`src/rtl/multi_ch_serializer.sv`:
```
// N-lane parallel-to-serial converter running on the bit clock, emitting 1 (SDR) or 2 (DDR) bits per lane per cycle.
// Words are fetched by ready/valid once per word period. Training and idle words are also supported, and underrun is sticky.
module multi_ch_serializer #(
  parameter int NCH       = 4,
  parameter int WIDTH     = 10,
  parameter int DDR       = 1,
  parameter int MSB_FIRST = 0,
  parameter logic [WIDTH-1:0] TRAIN_PAT = 10'b1111100000,
  parameter logic [WIDTH-1:0] IDLE_WORD = '0
) (
  input  logic                                clk,
  input  logic                                rst_n,
  input  logic                                en,
  input  logic                                train,
  input  logic                                in_valid,
  input  logic [NCH*WIDTH-1:0]                in_data,
  output logic                                in_ready,
  output logic [NCH*((DDR != 0) ? 2 : 1)-1:0] ser_out,
  output logic                                word_start,
  output logic                                underrun,
  input  logic                                clr_underrun
);

  localparam int BPC = (DDR != 0) ? 2 : 1;
  localparam int PH  = WIDTH / BPC;
  localparam int PW  = (PH > 1) ? $clog2(PH) : 1;
  localparam logic [PW-1:0] LAST = PW'(PH - 1);

  typedef enum logic [1:0] {
    SRC_DATA,
    SRC_TRAIN,
    SRC_IDLE
  } src_e;

  logic [PW-1:0]    phase;
  logic [WIDTH-1:0] sr        [NCH];
  logic [WIDTH-1:0] next_word [NCH];
  logic             at_last;
  logic             load;
  src_e             src;

  // MSB-first lanes are reversed once at load so the shift path is shared.
  function automatic logic [WIDTH-1:0] orient(input logic [WIDTH-1:0] w);
    logic [WIDTH-1:0] r;
    r = w;
    if (MSB_FIRST != 0) begin
      for (int unsigned i = 0; i < WIDTH; i++) r[i] = w[WIDTH-1-i];
    end
    return r;
  endfunction

  assign at_last  = (phase == LAST);
  assign load     = en & at_last;
  assign in_ready = en & ~train & at_last;

  always_comb begin
    if (train)         src = SRC_TRAIN;
    else if (in_valid) src = SRC_DATA;
    else               src = SRC_IDLE;
  end

  always_comb begin
    for (int unsigned c = 0; c < NCH; c++) begin
      case (src)
        SRC_TRAIN: next_word[c] = TRAIN_PAT;
        SRC_DATA:  next_word[c] = in_data[c*WIDTH +: WIDTH];
        default:   next_word[c] = IDLE_WORD;
      endcase
    end
  end

  always_ff @(posedge clk or negedge rst_n) begin
    if (!rst_n) begin
      phase      <= LAST;
      word_start <= 1'b0;
      underrun   <= 1'b0;
      for (int unsigned c = 0; c < NCH; c++) sr[c] <= '0;
    end else begin
      if (load && (src == SRC_IDLE)) underrun <= 1'b1;
      else if (clr_underrun)         underrun <= 1'b0;

      if (!en) begin
        phase      <= LAST;
        word_start <= 1'b0;
        for (int unsigned c = 0; c < NCH; c++) sr[c] <= '0;
      end else if (at_last) begin
        phase      <= '0;
        word_start <= 1'b1;
        for (int unsigned c = 0; c < NCH; c++) sr[c] <= orient(next_word[c]);
      end else begin
        phase      <= phase + 1'b1;
        word_start <= 1'b0;
        for (int unsigned c = 0; c < NCH; c++) sr[c] <= sr[c] >> BPC;
      end
    end
  end

  always_comb begin
    ser_out = '0;
    for (int unsigned c = 0; c < NCH; c++) ser_out[c*BPC +: BPC] = sr[c][BPC-1:0];
  end

endmodule

```
`config.mk`:
```
export PLATFORM = sky130hd
export DESIGN_NAME = multi_ch_serializer
export DESIGN_NICKNAME = d
export VERILOG_FILES = /design/src/rtl/multi_ch_serializer.sv
export SDC_FILE = /design/constraint.sdc
export NUM_CORES = 1
export LEC_CHECK = 0
export ABC_AREA = 1
export ABC_CLOCK_PERIOD_IN_PS = 1350
export BUFFER_PORTS_ARGS = -buffer_cell sky130_fd_sc_hd__buf_4
export CAP_MARGIN = 20
export CORE_UTILIZATION = 45
export CTS_BUF_LIST = sky130_fd_sc_hd__clkbuf_8
export DETAILED_ROUTE_END_ITERATION = 6
export PLACE_DENSITY = 0.76
export RECOVER_POWER = 25
export SLEW_MARGIN = 20
export SYNTH_ARGS = -nofsm -noshare
export SYNTH_HDL_FRONTEND = slang
export SYNTH_SLANG_ARGS = --single-unit
```
`constraint.sdc`:
```
create_clock -name clk -period 1.35 [get_ports clk]
set_clock_uncertainty 0.15 [all_clocks]
set_input_delay 0.27 -clock clk [delete_from_list [all_inputs] [get_ports clk]]
set_output_delay 0.27 -clock clk [all_outputs]
set_load 0.1 [all_outputs]
```
## Yosys cells after proc, flatten, opt, wreduce, memory -nomap -nowiden

Cells that the tools add are included.

| word-level totals | value |
|---|---|
| flip-flop bits (word level) | 45 |
| output and inout port bits | 11 |
| word-level logic and storage cells | 32 |

| operators by class | value |
|---|---|
| bitwise operators | 4 |
| equality and inequality tests | 3 |
| add/subtract/negate cells | 1 |
| multiplexer cells | 14 |
| reduce and logical (&&, ||, !) cells | 3 |

Operators with widths:

| operator | count |
|---|---|
| 40-bit 2-to-1 mux | 2 |
| 10-bit one-hot mux with 2 select lines | 4 |
| 3-bit 2-to-1 mux | 2 |
| 1-bit 2-to-1 mux | 4 |
| 2-bit 2-to-1 mux | 2 |
| 3-bit by 1-bit adder with 3-bit output, second input constant | 1 |
| 1-bit bitwise AND | 3 |
| 3-bit equality test, second input constant | 1 |
| 2-bit by 1-bit equality test with 1-bit output, second input constant | 1 |
| 2-bit equality test, second input constant | 1 |
| 2-bit zero test | 1 |
| 2-bit nonzero test | 1 |
| 1-bit logical AND | 1 |
| 1-bit NOT | 1 |

## Logic depth before layout (Yosys ltp)

Gate-level depths: netlist (run 1).

| depth | value |
|---|---|
| word-level depth | 6 |
| depth in mapped cells | 7 |

## Least setup slack after synthesis (run 1)

Ideal clock, no wire load.

| path | value |
|---|---|
| path type | reg2out |
| start | reg phase[0] |
| end | out in_ready |
| cell stages (with the launch flop) | 7 |
| buffers on the path | 2 |
| path slack | -1.304 ns |
| arrival | 2.234 ns |
| required time | 0.930 ns |
| cells stage by stage | dfrtp_1 > inv_1 > ha_1 > nand3_2 > buf_6 > buf_6 > nor2_1 |

| between the ends | value |
|---|---|
| cells in the longest elaborated chain, start to end | 2 |

RTL lines:

| item | line | text |
|---|---|---|
| start: declaration | 35 | `logic [PW-1:0] phase;` |
| start signal: assignment | 91 | `phase <= phase + 1'b1;` |
| 3-bit equality test | 52 | `assign at_last = (phase == LAST);` |
| 1-bit bitwise AND | 54 | `assign in_ready = en & ~train & at_last;` |
| end: declaration | 17 | `output logic in_ready,` |

Every way passes these cells.

## Worst setup path in the final report (run 1)

Ends and elaborated chain as after synthesis.

==> results of run 1 <==
sequential cells by signal, indices dropped and copies added, names as in the netlist:
name        flops
ser_out         8
word_start      1
sr             32
underrun        1
phase           3
cells in the final DEF (no fill, tap or decap):
| master | netlist | final |
|---|---|---|
| inv_1 | 7 | 7 |
| a21oi_1 | 8 | 8 |
| clkbuf_8 | 0 | 5 |
| nand2_1 | 56 | 50 |
| ha_4 | 0 | 1 |
| nand2_8 | 0 | 1 |
| inv_6 | 0 | 1 |
| o21ai_2 | 1 | 20 |
| nor2_1 | 12 | 3 |
| nor2_2 | 0 | 3 |
| nand3_2 | 1 | 2 |
| nand3_4 | 0 | 2 |
| dlygate4sd3_1 | 0 | 1 |
| ha_1 | 2 | 1 |
| clkbuf_16 | 0 | 2 |
| buf_12 | 0 | 6 |
| buf_16 | 0 | 1 |
| dfrtp_1 | 44 | 44 |
| buf_6 | 3 | 15 |
| nand3_1 | 53 | 50 |
| inv_2 | 0 | 2 |
| dfstp_2 | 1 | 1 |
| buf_4 | 9 | 53 |
| buf_8 | 0 | 1 |
| nand2_2 | 0 | 5 |
| nor2_4 | 0 | 6 |
cell usage after synthesis:
cell type | n | area [sq um]
clkbuf_1 | 2 | 7.51
clkbuf_2 | 1 | 5.00
ha_1 | 2 | 25.0
buf_2 | 13 | 65.1
inv_1 | 7 | 26.3
buf_6 | 3 | 33.8
nand2_1 | 56 | 210
a21oi_1 | 8 | 40.0
o21ai_1 | 2 | 10.0
nor2_1 | 12 | 45.0
nand3_2 | 1 | 10.0
dfstp_2 | 1 | 26.3
buf_4 | 9 | 67.6
dfrtp_1 | 44 | 1100
nand3_1 | 53 | 265
o21ai_0 | 17 | 85.1
o21ai_2 | 1 | 8.76
critical path, cell delays in order (launching register included):
cell and delay, ns:
dfrtp_1 0.41, inv_2 0.08, ha_4 0.14, nand3_4 0.08, nor2_4 0.12, buf_12 0.18
worst max path at each step:
stage / slack (ns) / to / depth (start not counted)
3_3_place_gp: -0.21 / underrun$_DFFE_PN0P_ / 8
2_1_floorplan: -0.51 / in_ready / 6
4_1_cts: -0.35 / in_ready / 5
6_report: -0.38 / in_ready / 5
5_1_grt: -0.43 / in_ready / 5
3_5_place_dp: -0.26 / underrun$_DFFE_PN0P_ / 8
per-stage QoR:
stage          power (mW)  hold slack, ns  std cells  setup TNS (ns)
2_1_floorplan        2.46          -0.176        232          -0.512
3_5_place_dp         2.80           0.143        323           -4.50
5_1_grt              4.50          0.0626        343          -11.21
4_1_cts              3.84          0.0360        337           -3.51
6_report             4.30          0.0389        343           -9.05
3_3_place_gp         2.77           0.143        323           -3.06
layout make-up:
| class | instances | area [sq um] | share of cell area |
|---|---|---|---|
| Tap cell | 52 | 65.1 | 0.0218 |
| Clock inverter | 3 | 11.3 | 0.00377 |
| Sequential cell | 45 | 1130 | 0.377 |
| Timing Repair Buffer | 79 | 790 | 0.264 |
| Clock buffer | 5 | 68.8 | 0.0230 |
| Multi-Input combinational cell | 152 | 895 | 0.299 |
| Inverter | 7 | 31.3 | 0.0105 |
report_power, final:
group          internal [mW]  switching, mW  total, mW  leakage, nW
Combinational          0.828           1.01       1.84        0.834
Sequential              1.57         0.0954       1.66        0.606
Clock                  0.346          0.447      0.792       0.0519
kinds of logic (layout without fill, tap and decap cells):
group	Yosys count	count (layout)	share of synthesized area
adders and majority gates	2	2	0.0123
AOI/OAI and AO/OA	28	28	0.0708
and+or+nand+nor	122	122	0.261
DFF	45	45	0.555
buffers and inverters	35	94	0.101
repair_timing:
item,in CTS,in global routing
pin swaps,2,14
endpoints found under the hold margin,44,0
cloned,1,3
hold buffers,1,0
resized for setup,40,56
setup endpoints to repair,38,52
buffers inserted,4,4
per-layer routing:
metal	vias up	global-route usage	wire, um
met1	848	0.274	2090
met2	67	0.311	2680
met4	0	0.0816	66
met5	-	0	0
met3	5	0.0523	277
li1	867	-	-
==> impl_metrics.env, run 1 <==
export IMPL_initial_utilization=0.467
export IMPL_cts_root_buf="clkbuf_8"
export IMPL_critPathKind="reg -> out"
export IMPL_setup_slack_ns=-0.383
export IMPL_cp_required_ns=0.93
export IMPL_antenna_left=0
export IMPL_wl_um=5110
export IMPL_holdPathEnd="underrun$_DFFE_PN0P_"
export IMPL_final_cell_area_sq_um=2990
export IMPL_reg2reg_slack_ns=-0.25
export IMPL_avgSynthCellArea_sq_um=8.76
export IMPL_synthCells=232
export IMPL_slew_limit_headroom=0.622
export IMPL_worstReg2RegEnd="sr[36]$_DFF_PN0_"
export IMPL_cts_buffers=5
export IMPL_path_clk_slew_ns=0.08
export IMPL_worstMarginPinSlew_ns=0.566
export IMPL_fin_nets=338
export IMPL_critical_path_startpoint_type="flip-flop"
export IMPL_portBuffers=56
export IMPL_rsz0062_at_grt="yes"
export IMPL_num_rows=24
export IMPL_first_pass_iters=4
export IMPL_htree_num_levels=2
export IMPL_grt_use_total=0.202
export IMPL_final_util=0.686
export IMPL_grt_max_degree=46
export IMPL_core_sq_um=4350
export IMPL_post_route_min_period_ns=1.73
export IMPL_routabilityCongestion=0.703
export IMPL_grt_pass1_vias=1644
export IMPL_reg2reg_depth=10
export IMPL_vias=1787
export IMPL_hold_depth=4
export IMPL_grt_pass1_wl_um=7650
export IMPL_crit_fanout=2
export IMPL_hp_class="in -> reg"
export IMPL_cts_buffer_depth=2
export IMPL_drv_cap=0
export IMPL_max_freq_mhz=577
export IMPL_synth_cell_types=17
export IMPL_netlist_area_sq_um=2030
export IMPL_hp_start="clr_underrun"
export IMPL_hold_viol_final=0
export IMPL_place_area_sq_um=2440
export IMPL_drt_initial_drc_count=167
export IMPL_antenna_cells_inserted=0
export IMPL_ys_ff_latch=45
export IMPL_grt_ovfl_total=0
export IMPL_antenna_found_initial=0
export IMPL_clkLatencyLatePin_ns=0.30
export IMPL_cts_tree="built"
export IMPL_p_leak_nw=1.49
export IMPL_setup_viol=43
export IMPL_min_period_over_period=1.28
export IMPL_cp_arrival_ns=1.31
export IMPL_violations="setup timing"
export IMPL_fill_cells=335
export IMPL_die_x_um=69.2
export IMPL_yosys_warnings=0
export IMPL_worstSetupStartpoint="phase[0]$_DFF_PN0_"
export IMPL_synthToLayoutAreaGrowth_pct=47.0
export IMPL_maxSlewViolCount=0
export IMPL_vias_per_cell=5.21
export IMPL_die_area_sq_um=4790
export IMPL_pre_cts_ws_ns=-0.262
export IMPL_drc=0
export IMPL_vdd_drop_max_mv=0.805
export IMPL_status="complete, but fails checks"
export IMPL_clock_sinks=45
export IMPL_hpwl_um=2710
export IMPL_drt_wirelength_per_cell_um=14.9
export IMPL_synth_net_count=280
export IMPL_die_h_um=69.2
export IMPL_ios=57
export IMPL_reg2reg_from="phase[0]$_DFF_PN0_"
export IMPL_power_density_nw_per_um2=1440
export IMPL_drive_gt1_frac=0.436
export IMPL_endpoint_kind="output port"
export IMPL_ys_seq_area_frac=0.555
Power figures use the tool's default switching activity.
==> run 2, diff against run 1 <==
- ABC_AREA: 1 -> default
- PLACE_DENSITY: 0.76 -> 0.78
==> run 2 against run 1 <==
  * The flow still finishes with violations (setup timing)
  * Utilization rose by 8.7 points
  * Sequential power about the same
  * Combinational power shrank 3%
  * Highest routed layer unchanged
  * Critical path depth stayed put
==> impl_metrics.env, run 2 <==
export IMPL_synth_simple_gate_area_frac=0.0453
export IMPL_synthArstFlopShare=1.00
export IMPL_synthCells=142
export IMPL_maxUsedRoutingLayer="met4"
export IMPL_cp_required_ns=0.93
export IMPL_netlist_area_sq_um=1820
export IMPL_htree_num_levels=2
export IMPL_post_route_min_period_ns=1.74
export IMPL_critPathKind="reg -> out"
export IMPL_grt_ovfl_total=0
export IMPL_clkLatencyLatePin_ns=0.30
export IMPL_synth_top_family_by_area="compound AO/OA/AOI/OAI gates"
export IMPL_synth_area_leaders="dfrtp_1 (60%), a32o_1 (11%), o2bb2ai_1 (5.8%)"
export IMPL_core_sq_um=3770
export IMPL_critical_path_startpoint_type="flip-flop"
export IMPL_critPathMaxStageDelay_ns=0.42
export IMPL_pre_cts_ws_ns=-0.173
export IMPL_endpoint_kind="output port"
export IMPL_antenna_left=0
export IMPL_vdd_drop_max_mv=0.834
export IMPL_cts_buffer_depth=2
export IMPL_hold_viol_final=0
export IMPL_wl_met2_um=2460
export IMPL_grt_max_degree=30
export IMPL_synth_top_cell_area_share=0.604
export IMPL_status="complete, but fails checks"
export IMPL_wl_met1_um=1930
export IMPL_fin_nets=260
export IMPL_cts_tree="built"
export IMPL_synth_cell_types=21
export IMPL_die_area_sq_um=4310
export IMPL_hpwl_um=2510
export IMPL_synth_net_count=190
export IMPL_yosys_warnings=0
export IMPL_hold_ws_ns=0.0218
export IMPL_p_total_mw=4.26
export IMPL_power_density_nw_per_um2=1460
export IMPL_vias_per_cell=5.53
export IMPL_vias=1443
export IMPL_wl_met3_um=227
export IMPL_synthMuxAreaShare=0
export IMPL_portBuffers=56
export IMPL_p_leak_nw=1.35
export IMPL_cts_buffers=5
export IMPL_drc=0
export IMPL_path_clk_slew_ns=0.08
export IMPL_maxSlewViolCount=0
export IMPL_setup_tns_final_ns=-12.00
export IMPL_die_x_um=65.7
export IMPL_grt_pass1_vias=1431
export IMPL_largest_register_ffs=32
export IMPL_synthToLayoutAreaGrowth_pct=59.8
export IMPL_worstMarginPinSlew_ns=0.449
export IMPL_final_common_cell="buf_4"
export IMPL_antenna_found_initial=0
export IMPL_setup_slack_ns=-0.387
export IMPL_yosys_area_share_xor_xnor=0
export IMPL_avgSynthCellArea_sq_um=12.8
export IMPL_hp_class="in -> reg"
export IMPL_initial_utilization=0.483
export IMPL_ios=57
export IMPL_cts_root_buf="clkbuf_8"
export IMPL_instances_no_fill=261
export IMPL_cp_arrival_ns=1.32
export IMPL_synth_common_cells="dfrtp_1 (44), a21oi_1 (20), a32o_1 (20)"
export IMPL_yosysMostFrequentCell="dfrtp_1"
export IMPL_largest_register="sr"
export IMPL_num_rows=22
export IMPL_setup_viol=45
export IMPL_crit_chain="inv_2 > ha_4 > nand3_4 > nor2_4 > buf_12"
export IMPL_die_h_um=65.7
export IMPL_synth_adder_area_share=0.0137
export IMPL_slew_limit_headroom=0.701
export IMPL_synth_top_area_cell="dfrtp_1"
export IMPL_mostFrequentLayoutCells="buf_4 (54), dfrtp_1 (43), a21oi_1 (20), a32o_1 (20), buf_6 (13)"
export IMPL_drt_wirelength_per_cell_um=18.0
export IMPL_violations="setup timing"
export IMPL_crit_fanout=2
export IMPL_grt_pass1_wl_um=6980
export IMPL_ys_flop_type="dfrtp_1"
export IMPL_antenna_cells_inserted=0
export IMPL_cpMaxStageDelayCell="dfrtp_1"
export IMPL_drt_initial_drc_count=31
export IMPL_synth_edf_count=0
export IMPL_ys_ff_latch=45
export IMPL_min_period_over_period=1.29
export IMPL_drv_cap=0
export IMPL_clock_sinks=45
export IMPL_synth_compound_area_frac=0.237
export IMPL_grt_use_total=0.225
export IMPL_drive_gt1_frac=0.554
export IMPL_ys_seq_area_frac=0.618
export IMPL_rsz0062_at_grt="yes"
export IMPL_routabilityCongestion=0.684
export IMPL_first_pass_iters=4
export IMPL_dp_cells=235
export IMPL_wl_um=4710
export IMPL_max_freq_mhz=576
-- run 2: final cells by class --
cell class	count	area [sq um]
timing repair buffer	84	897
clock inverter	3	15.0
tap	48	60.1
inverter	4	22.5
sequential	45	1130
fill	229	857
multi-input combinational	72	722
clock buffer	5	68.8
-- run 2: where the power goes --
group | switching, mW | internal (mW)
clock network | 0.441 | 0.351
registers | 0.105 | 1.57
logic | 0.896 | 0.894
-- run 2: per-layer routing --
metal / global-route usage / up-vias
met4: 0.0870 / 0
li1: - / 662
met1: 0.274 / 717
met3: 0.0521 / 9
met5: 0 / -
met2: 0.384 / 55
-- run 2: final timing paths --
check,end,from,slack (ns),cells after the start
max,in_ready,phase[0]$_DFF_PN0_,-0.39,5
min,phase[2]$_DFF_PN1_,en,0.02,2
max reg2reg,sr[36]$_DFF_PN0_,phase[0]$_DFF_PN0_,-0.33,8
min reg2reg,ser_out[3]$_DFF_PN0_,sr[23]$_DFF_PN0_,0.32,1
max in group asynchronous,ser_out[0]$_DFF_PN0_,rst_n,0.25,3
min in group asynchronous,sr[3]$_DFF_PN0_,rst_n,0.30,2
-- run 2: logic make-up after synthesis --
group | after synthesis
AOI/OAI and AO/OA | 54
adders and majority gates | 2
buffers and inverters | 25
DFF | 45
and+or+nand+nor | 16
-- run 2: through the flow --
stage | utilization | instance area (sq um)
floorplan | - | 1860
global placement | 0.614 | 2320
detailed placement | 0.614 | 2320
CTS | 0.705 | 2660
global route | 0.773 | 2910
finish | 0.773 | 2910
-- run 2: what timing repair did --
item / in CTS / in global routing
hold endpoints to repair: 46 / 0
pin swaps: 6 / 13
setup endpoints to repair: 37 / 52
resized for setup: 22 / 35
hold buffers: 2 / 0
gates cloned: 4 / 4
buffers inserted: 5 / 3
-- run 2: critical path: cells and delay by family, from the launching register on --
kind	cells	cell delay, ns
simple gates	2	0.19
fa+ha+maj	1	0.14
flops	1	0.42
buf+inv	2	0.27
